<file path="config.mk">
export PLATFORM = sky130hd
export DESIGN_NAME = state_dump_scanner
export DESIGN_NICKNAME = d
export VERILOG_FILES = /design/src/rtl/dump_pkg.sv /design/src/rtl/byte_word_assembler.sv /design/src/rtl/state_dump_scanner.sv
export SDC_FILE = /design/constraint.sdc
export NUM_CORES = 1
export LEC_CHECK = 0
export ABC_AREA = 1
export CORE_ASPECT_RATIO = 2
export CORE_MARGIN = 3
export CORE_UTILIZATION = 45
export DETAILED_ROUTE_END_ITERATION = 16
export GPL_TIMING_DRIVEN = 0
export PLACE_DENSITY = 0.7
export SKIP_CTS_REPAIR_TIMING = 1
export SYNTH_ARGS = -nofsm -noshare
export SYNTH_HDL_FRONTEND = slang
export SYNTH_HIERARCHICAL = 1
export SYNTH_SLANG_ARGS = --single-unit
export TNS_END_PERCENT = 1
</file>
<file path="constraint.sdc">
create_clock -name clk -period 4.05 [get_ports clk]
set_input_delay 1.215 -clock clk [delete_from_list [all_inputs] [get_ports clk]]
set_output_delay 1.215 -clock clk [all_outputs]
set_load 0.05 [all_outputs]
</file>
<file path="src/rtl/dump_pkg.sv">
// Shared types and helpers for the state dump scanner.
//   scan_mode_e   : selects which read port a scan walks (register bank or data memory).
//   scan_state_e  : scanner FSM states.
//   bound_rd_lat  : clamps a requested read latency into the supported 1..3 range.
package dump_pkg;

    typedef enum logic {
        SCAN_REGS = 1'b0,
        SCAN_MEM  = 1'b1
    } scan_mode_e;

    typedef enum logic [2:0] {
        IDLE   = 3'd0,
        ISSUE  = 3'd1,
        WAIT   = 3'd2,
        EMIT   = 3'd3,
        FINISH = 3'd4
    } scan_state_e;

    function automatic int bound_rd_lat(input int lat);
        if (lat < 1) begin
            return 1;
        end
        if (lat > 3) begin
            return 3;
        end
        return lat;
    endfunction

endpackage

</file>
<file path="src/rtl/byte_word_assembler.sv">
// Little-endian byte-to-word assembler.
// Bytes are shifted in from the top lane downwards, so after BYTES accepted
// bytes the first byte received sits in bits [7:0].
// Ports:
//   clk     : clock
//   rst     : synchronous active-low reset
//   i_clr   : empties the assembler (wins over i_valid)
//   i_valid : i_byte carries a new byte this cycle
//   i_byte  : incoming byte
//   o_word  : assembled word
//   o_full  : BYTES bytes have been collected; further bytes are dropped
module byte_word_assembler
    import dump_pkg::*;
#(
    parameter int BYTES = 8
) (
    input  logic                 clk,
    input  logic                 rst,
    input  logic                 i_clr,
    input  logic                 i_valid,
    input  logic [7:0]           i_byte,
    output logic [8*BYTES-1:0]   o_word,
    output logic                 o_full
);

    localparam int CW = $clog2(BYTES + 1);

    logic [CW-1:0] r_cnt;
    logic [7:0]    r_lane [BYTES];
    logic          w_shift;

    assign o_full  = (r_cnt == CW'(BYTES));
    assign w_shift = i_valid && !o_full;

    always_ff @(posedge clk) begin
        if (!rst) begin
            r_cnt <= '0;
        end else if (i_clr) begin
            r_cnt <= '0;
        end else if (w_shift) begin
            r_cnt <= r_cnt + 1'b1;
        end
    end

    genvar gi;
    generate
        for (gi = 0; gi < BYTES; gi++) begin : g_lane
            logic [7:0] w_in;
            // Top lane takes the new byte; every other lane takes its upper neighbour.
            if (gi == BYTES - 1) begin : g_top
                assign w_in = i_byte;
            end else begin : g_mid
                assign w_in = r_lane[gi + 1];
            end

            always_ff @(posedge clk) begin
                if (!rst) begin
                    r_lane[gi] <= '0;
                end else if (i_clr) begin
                    r_lane[gi] <= '0;
                end else if (w_shift) begin
                    r_lane[gi] <= w_in;
                end
            end

            assign o_word[8*gi +: 8] = r_lane[gi];
        end
    endgenerate

endmodule

</file>
<file path="src/rtl/state_dump_scanner.sv">
// State dump scanner: on start, walks the register bank or the byte-addressed
// data memory through their secondary read ports and streams one word per beat
// over a valid/ready interface, then pulses done.
// Ports:
//   clk, rst              : clock, synchronous active-low reset
//   start, mode           : begin a scan (IDLE only); 0 = registers, 1 = data memory
//   base_addr, count      : first byte address / register index, number of words
//   abort                 : cancel the scan in progress
//   mem_rd_en/mem_addr    : data-memory byte read port, mem_rd_data returns RD_LAT later
//   reg_rd_en/reg_addr    : register read port, reg_rd_data returns RD_LAT later
//   out_valid/out_ready   : output handshake; out_data/out_index/out_last qualify it
//   busy, done            : scan in progress, one-cycle completion pulse
module state_dump_scanner
    import dump_pkg::*;
#(
    parameter int DATA_W = 64,
    parameter int BYTES  = DATA_W / 8,
    parameter int MEM_AW = 10,
    parameter int REG_AW = 5,
    parameter int CNT_W  = 8,
    parameter int RD_LAT = 1
) (
    input  logic              clk,
    input  logic              rst,
    input  logic              start,
    input  logic              mode,
    input  logic [MEM_AW-1:0] base_addr,
    input  logic [CNT_W-1:0]  count,
    input  logic              abort,
    output logic              mem_rd_en,
    output logic [MEM_AW-1:0] mem_addr,
    input  logic [7:0]        mem_rd_data,
    output logic              reg_rd_en,
    output logic [REG_AW-1:0] reg_addr,
    input  logic [DATA_W-1:0] reg_rd_data,
    output logic              out_valid,
    input  logic              out_ready,
    output logic [DATA_W-1:0] out_data,
    output logic [CNT_W-1:0]  out_index,
    output logic              out_last,
    output logic              busy,
    output logic              done
);

    localparam int LAT  = bound_rd_lat(RD_LAT);
    localparam int BC_W = $clog2(BYTES) + 1;

    scan_state_e       r_state;
    scan_state_e       w_state_next;
    scan_mode_e        r_mode;
    logic [CNT_W-1:0]  r_count;
    logic [CNT_W-1:0]  r_word_idx;
    logic [MEM_AW-1:0] r_addr;
    logic [REG_AW-1:0] r_reg_idx;
    logic [BC_W-1:0]   r_byte_cnt;
    logic [DATA_W-1:0] r_reg_word;
    logic [DATA_W-1:0] r_out_data;
    logic              r_reg_got;
    logic [LAT-1:0]    r_lat_pipe;

    logic              w_abort;
    logic              w_start_go;
    logic              w_strobe;
    logic              w_ret;
    logic              w_accept;
    logic              w_last;
    logic              w_word_ready;
    logic              w_asm_clr;
    logic              w_asm_valid;
    logic              w_asm_full;
    logic [DATA_W-1:0] w_asm_word;

    assign w_abort    = abort && (r_state != IDLE);
    assign w_start_go = start && (r_state == IDLE);
    // A strobe is suppressed in the abort cycle so nothing new goes in flight.
    assign w_strobe   = (r_state == ISSUE) && !abort;
    // The pipe tail marks the cycle in which a read strobed LAT cycles ago returns.
    assign w_ret      = r_lat_pipe[LAT-1];
    assign w_accept   = (r_state == EMIT) && out_ready;
    assign w_last     = (r_word_idx == r_count - 1'b1);
    assign w_word_ready = (r_mode == SCAN_MEM) ? w_asm_full : r_reg_got;

    assign w_asm_valid = w_ret && (r_mode == SCAN_MEM);
    assign w_asm_clr   = w_start_go || w_accept || w_abort;

    byte_word_assembler #(
        .BYTES (BYTES)
    ) u_asm (
        .clk     (clk),
        .rst     (rst),
        .i_clr   (w_asm_clr),
        .i_valid (w_asm_valid),
        .i_byte  (mem_rd_data),
        .o_word  (w_asm_word),
        .o_full  (w_asm_full)
    );

    always_comb begin
        w_state_next = r_state;
        case (r_state)
            IDLE: begin
                if (start) begin
                    w_state_next = (count == '0) ? FINISH : ISSUE;
                end
            end
            ISSUE: begin
                if (r_mode == SCAN_REGS || r_byte_cnt == BC_W'(BYTES - 1)) begin
                    w_state_next = WAIT;
                end
            end
            WAIT: begin
                if (w_word_ready) begin
                    w_state_next = EMIT;
                end
            end
            EMIT: begin
                if (out_ready) begin
                    w_state_next = w_last ? FINISH : ISSUE;
                end
            end
            FINISH: begin
                w_state_next = IDLE;
            end
            default: begin
                w_state_next = IDLE;
            end
        endcase
        // Abort beats any other transition, including a simultaneous accept.
        if (w_abort) begin
            w_state_next = IDLE;
        end
    end

    always_ff @(posedge clk) begin
        if (!rst) begin
            r_state <= IDLE;
        end else begin
            r_state <= w_state_next;
        end
    end

    // Read-latency tracker; flushing it on abort makes late returns invisible.
    always_ff @(posedge clk) begin
        if (!rst || w_abort) begin
            r_lat_pipe <= '0;
        end else begin
            for (int i = LAT - 1; i > 0; i--) begin
                r_lat_pipe[i] <= r_lat_pipe[i-1];
            end
            r_lat_pipe[0] <= w_strobe;
        end
    end

    always_ff @(posedge clk) begin
        if (!rst) begin
            r_mode     <= SCAN_REGS;
            r_count    <= '0;
            r_word_idx <= '0;
            r_addr     <= '0;
            r_reg_idx  <= '0;
            r_byte_cnt <= '0;
            r_reg_word <= '0;
            r_reg_got  <= 1'b0;
            r_out_data <= '0;
        end else begin
            if (w_start_go) begin
                r_mode     <= scan_mode_e'(mode);
                r_count    <= count;
                r_addr     <= base_addr;
                r_reg_idx  <= base_addr[REG_AW-1:0];
                r_word_idx <= '0;
                r_byte_cnt <= '0;
                r_reg_got  <= 1'b0;
            end
            // The byte address simply keeps counting across words and wraps naturally.
            if (w_strobe && r_mode == SCAN_MEM) begin
                r_addr     <= r_addr + 1'b1;
                r_byte_cnt <= r_byte_cnt + 1'b1;
            end
            if (w_ret && r_mode == SCAN_REGS) begin
                r_reg_word <= (r_reg_idx == '0) ? '0 : reg_rd_data;
                r_reg_got  <= 1'b1;
            end
            // Single output buffer: loaded once per word, held through any stall.
            if (r_state == WAIT && w_word_ready && !w_abort) begin
                r_out_data <= (r_mode == SCAN_MEM) ? w_asm_word : r_reg_word;
            end
            if (w_accept && !w_abort && !w_last) begin
                r_word_idx <= r_word_idx + 1'b1;
                r_reg_idx  <= r_reg_idx + 1'b1;
                r_byte_cnt <= '0;
                r_reg_got  <= 1'b0;
            end
        end
    end

    assign mem_rd_en = w_strobe && (r_mode == SCAN_MEM);
    assign reg_rd_en = w_strobe && (r_mode == SCAN_REGS);
    assign mem_addr  = r_addr;
    assign reg_addr  = r_reg_idx;
    assign out_valid = (r_state == EMIT);
    assign out_data  = r_out_data;
    assign out_index = r_word_idx;
    assign out_last  = (r_state == EMIT) && w_last;
    assign busy      = (r_state == ISSUE) || (r_state == WAIT) || (r_state == EMIT);
    assign done      = (r_state == FINISH);

endmodule

</file>
Yosys cells after proc, flatten, opt, wreduce, memory -nomap -nowiden
Memories as Yosys holds them, arrays and structs flattened.
Index checks and enable logic that the tools add are counted.
Storage, ports and cells
  flip-flop bits (word level): 173
  memory bits (writable): 64
  memories: 1
Memory list
  u_asm.r_lane: words 8, width 8, rd ports 8, clocked after memory_dff 0, wr ports 8, RTL line byte_word_assembler.sv:29  | logic [7:0] r_lane [BYTES];
Operators by class
  add/sub/neg operators: 6
  equal/unequal tests: 11
  muxes and demuxes: 44
  bitwise logic cells: 18
  reductions and logical operators: 36
Operator list (count)
  8-bit two-way mux: 18
  64-bit two-way mux: 2
  10-bit two-way mux: 2
  3-bit two-way mux: 6
  1-bit OR: 16
  1-bit logical AND: 14
  3-bit case mux with 4 select lines: 1
  1-bit two-way mux: 11
  10-bit by 1-bit adder with 10-bit output (second input constant): 1
  5-bit two-way mux: 2
  4-bit by 1-bit adder with 4-bit output (second input constant): 2
  8-bit by 1-bit adder with 8-bit output (second input constant): 1
  8-bit == test: 1
  8-bit zero test: 1
  4-bit two-way mux: 2
  8-bit by 1-bit subtractor with 8-bit output (second input constant): 1
  3-bit by 2-bit == test with 1-bit output (second input constant): 2
  1-bit logical OR: 6
  2-bit nonzero test: 3
  2-bit OR reduction: 3
  5-bit by 1-bit adder with 5-bit output (second input constant): 1
  1-bit zero test: 5
  5-bit zero test: 1
  4-bit by 3-bit == test with 1-bit output (second input constant): 1
  other kinds (9): 12

Longest topological paths before layout
  depth after elaboration: 9
  depth in mapped cells: 14
  gate-level depth less buffers: 14

Modules after synthesis
The synthesis kept the hierarchy.
By module, submodules not included
  state_dump_scanner: times used 1, cells an instance 1011, area each 7400.8 um^2, seq. area each 3383.2 um^2
  byte_word_assembler: times used 1, cells an instance 232, area each 2678.8 um^2, seq. area each 2001.9 um^2

Worst setup path after synthesis
Ideal clock, no wire load.
  kind: input to register
  start: input start
  end: memory u_asm.r_lane[0][0] (enable)
  library setup time: 638 ps
  data arrival time: 2950 ps
  slack: 462 ps
  stages: 6
  buffers on the path: 2
  path through: nand2_1 > buf_2 > buf_2 > nand3_1 > nor2_4 > nand2_1
RTL lines
  start, declared: RTL line state_dump_scanner.sv:25  | input logic start,
  end, declared: RTL line byte_word_assembler.sv:29

Worst setup path after layout
  start: input abort
  end: output mem_rd_en
On the way
  longest elaborated chain between the ends: 3
RTL lines
  start, declared: RTL line state_dump_scanner.sv:29  | input logic abort,
  1-bit zero test: RTL line state_dump_scanner.sv:76  | assign w_strobe = (r_state == ISSUE) && !abort;
  1-bit logical AND: RTL line state_dump_scanner.sv:76
  1-bit logical AND: RTL line state_dump_scanner.sv:197  | assign mem_rd_en = w_strobe && (r_mode == SCAN_MEM);
  end, declared: RTL line state_dump_scanner.sv:30  | output logic mem_rd_en,
No other way between the ends.

==> metrics.log <==
[metrics] run status: completed
[metrics] Post-Route WL: between 30000 and 40000 um
[metrics] DR vias: around 9300
[metrics] tightest slew margin relative to the limit: between 30% and 40%
[metrics] top fanout value on the critical path: 10
[metrics] Gate Count Post-Synth: roughly 1200
[metrics] leakage power figure: around 5.0 nW
[metrics] type of the worst setup path: in -> out
[metrics] Antenna Violating Nets Remaining: 0
[metrics] total die area: roughly 24000 um2
[metrics] worst hold path startpoint: r_reg_word[0]$_SDFFE_PN0P_
[metrics] total global routing overflow: 0
[metrics] share of the clock period used by the worst path: 96.16%
[metrics] unique cell type count in the Yosys netlist: 39
[metrics] overall routing resource usage: roughly 24%
[metrics] number of DRC violations after detailed-routing iteration 0: between 600 and 700
[metrics] nets in the synthesized netlist: approximately 1300
[metrics] final-report hold violation count: 0
[metrics] number of flops mapped to enable cells by yosys: 64
[metrics] number of I/O pins: 189
[metrics] clock transition at the registers of the reported paths: roughly 70 ps
[metrics] cell with the most instances after synthesis: sky130_fd_sc_hd__nand2_1
[metrics] average wire per standard cell: between 15 and 20 um
[metrics] number of rows in the core area: 76
[metrics] cell type with the highest aggregate area in the netlist: sky130_fd_sc_hd__dfxtp_1
[metrics] cell type of the slowest stage on the worst timing path: sky130_fd_sc_hd__clkdlybuf4s50_1
[metrics] r2r startpoint: r_state[1]$_SDFFE_PP0P_
[metrics] critical path capture point type: output pin
[metrics] CTS buffer count: 22
[metrics] mean number of vias per cell: ~5.3
[metrics] number of sinks handled by clock tree synthesis: between 200 and 250
[metrics] overall die width: 111.8 um
[metrics] DRT Pass-1 Iters: 5
[metrics] Worst IR Drop VDD: around 0.37 mV
[metrics] Hold WC Path Type: reg -> reg
[metrics] kind of start point of the critical path: input port
[metrics] Filler Cells Inserted: between 1500 and 2000
[metrics] part of the Yosys area used for sequential elements: a little over half
[metrics] Yosys warnings: 6
[metrics] initial antenna violation count: 0
[metrics] flop-to-flop setup slack: between 1000 and 1500 ps
[metrics] vertical die dimension: ~220 um
[metrics] Area growth, synth to finish: 29.29%
[metrics] DR top layer: met4
[metrics] H-tree levels: 1
[metrics] Met2 Wirelength: about 17000 um
[metrics] final design area excluding fillers: ~13000 um2
[metrics] detailed placer's ending HPWL: around 23000 um
[metrics] Layout Cells excl Fill: 1745
[metrics] end point of the most critical hold path: out_data[0]$_SDFFE_PN0P_
[metrics] setup tns final: 0 ps
[metrics] top post-synthesis cells by count: sky130_fd_sc_hd__nand2_1, sky130_fd_sc_hd__dfxtp_1, sky130_fd_sc_hd__o21ai_0, sky130_fd_sc_hd__inv_1, sky130_fd_sc_hd__nor2_1
[metrics] Port Buffer Count: approximately 190
[metrics] ratio of cells with drive above 1 in the final layout: 6.046%
[metrics] initial core utilization: 46.29%
[metrics] final critical delay including setup and external delays: around 4000 ps
[metrics] clock tree from TritonCTS: built
[metrics] synthesized area: just over 10000 um2
[metrics] final net count: 1560
[metrics] setup-violating endpoint count in the final report: 0
[metrics] Cell Pwr Density: about 500 nW/um2
[metrics] wire length of the first global-routing pass: 47300 um
[metrics] largest cells by area after synthesis: sky130_fd_sc_hd__dfxtp_1, sky130_fd_sc_hd__edfxtp_1, sky130_fd_sc_hd__nand2_1, sky130_fd_sc_hd__o21ai_0, sky130_fd_sc_hd__a21oi_1
[metrics] deepest clock path buffer count: 3
[metrics] diode insertion count for antenna repair: 0
[metrics] register bit total from synthesis: around 240
[metrics] length of routed wiring on met1: 10650 um
[metrics] wire length on met3: 1275 um
[metrics] worst endpoint required time: between 2000 and 3000 ps
[metrics] stage delay of the slowest cell on the critical path: ~400 ps
[metrics] Cells after DPL: 1705
[metrics] Final Max Tran Viols: 0
[metrics] total power: approximately 6.6 mW
[metrics] r2r worst-path depth: 10
[metrics] Arr. time, crit path: between 2000 and 3000 ps
[metrics] core outline area: ~22000 um2
[metrics] Max-cap violations: 0
[metrics] commonest register cell after synthesis: sky130_fd_sc_hd__dfxtp_1
[metrics] cells traversed along the worst timing path: clkdlybuf4s50_1, inv_1, nand2_1, nor2_2, buf_2, clkbuf_2
[metrics] worst hold path cell count: 2
[metrics] Placement Cell Area: 12330 um2
[metrics] utilization after layout: 59.85%
[metrics] library cell used as clock root buffer: sky130_fd_sc_hd__clkbuf_16
[metrics] highest achievable clock rate: roughly 260 MHz
[metrics] RSZ-0062 raised after global routing: false
[metrics] mean instance size in the synthesized netlist: roughly 8.1 um2
[metrics] clock network latency to the later pin of the worst-skew pair: ~510 ps
[metrics] number of global-route vias before repair: 9330
[metrics] pin slew with the least headroom to its limit: ~960 ps
[metrics] placer congestion estimate: just under 0.9
[metrics] maximum number of pins on one net before global-route repair: 32
[metrics] DRC violations left: 0
[metrics] clock skew after layout: roughly 17 ps
[metrics] Crit Reg-Reg Endpoint: u_asm/r_lane[1][25]$_SDFFCE_PN0P_
[metrics] top-area cell type share of the netlist area: around 34%
[metrics] share of flip-flops with an asynchronous set or reset after synthesis: 0%
[per-stage QoR]
stage                     setup WS, ps  hold slack [ps]
after floorplan                  462.1            454.0
after global placement          -944.9            459.8
after detailed placement        -375.7            468.6
after CTS                       -384.6            465.6
after global routing             38.18            507.8
final                            155.5            466.8
[per-layer routing]
metal,track usage (%),up-vias
met5,0,-
met4,13.80,0
met3,2.360,105
met2,47.20,325
met1,24.60,4343
li1,-,4541
[cells in the final DEF, fill, tap and decap left out, types with 6 or more instances in the layout]
cell type,count
sky130_fd_sc_hd__inv_2,6
sky130_fd_sc_hd__xnor2_1,8
sky130_fd_sc_hd__clkinv_2,6
sky130_fd_sc_hd__a21oi_1,91
sky130_fd_sc_hd__inv_1,103
sky130_fd_sc_hd__dfxtp_1,173
sky130_fd_sc_hd__nand3_1,30
sky130_fd_sc_hd__edfxtp_1,64
sky130_fd_sc_hd__nand3_2,8
sky130_fd_sc_hd__clkbuf_16,23
sky130_fd_sc_hd__o21ai_0,145
sky130_fd_sc_hd__buf_2,18
sky130_fd_sc_hd__nand4_1,6
sky130_fd_sc_hd__a21oi_2,7
sky130_fd_sc_hd__ha_1,8
sky130_fd_sc_hd__clkdlybuf4s50_1,185
sky130_fd_sc_hd__nand2_1,306
sky130_fd_sc_hd__xor2_1,9
sky130_fd_sc_hd__clkbuf_1,62
sky130_fd_sc_hd__nor2_1,100
sky130_fd_sc_hd__a31oi_1,70
[flip-flops by register name (all words and copies together) (netlist names)]
signal,flops
u_asm/r_lane,64
out_data,64
r_byte_cnt,4
r_count,8
r_reg_got,1
mem_addr,10
r_lat_pipe,1
r_state,3
reg_addr,5
out_index,8
u_asm/r_cnt,4
r_reg_word,64
r_mode,1
[critical path: cells and delay by family]
| family | cells | cell delay (ps) |
|---|---|---|
| buf+inv | 4 | 1100 |
| simple gates | 2 | 360 |
[worst max path at each step]
stage                      from                                 to  slack, ps  depth (start not counted)
after floorplan           start   u_asm/r_lane[0][0]$_SDFFCE_PN0P_        460                          6
after global placement    start  u_asm/r_lane[0][23]$_SDFFCE_PN0P_       -940                          7
after detailed placement  abort                          mem_rd_en       -380                          6
after CTS                 abort                          mem_rd_en       -380                          6
after global routing      abort                          mem_rd_en         40                          6
final                     abort                          mem_rd_en        160                          6
[power breakdown]
group	internal (mW)	switching (mW)
logic	0.504	1.11
registers	2.77	0.203
clock network	1.16	0.893
[area by class of cell]
cell class              count  area, um2  area share (%)
flip-flops and latches    237       5385           41.32
multi-input cells         815       3941           30.24
repair buffers            189       1902           14.59
clock buffers              31      635.6           4.877
inverters                 111      416.7           3.197
well taps                 273      341.6           2.621
plain buffers              80      339.1           2.602
clock inverters             9      71.32          0.5472
[cells by family (layout without fill, tap and decap cells)]
group	count (synthesis)	after routing	synth area share, %
simple gates	470	470	19.41
fa+ha+maj	8	8	0.9931
compound gates	320	320	17.19
buf+inv	191	420	7.498
xor+xnor	17	17	1.477
flops	237	237	53.43
(Power assumes the default switching activity.)
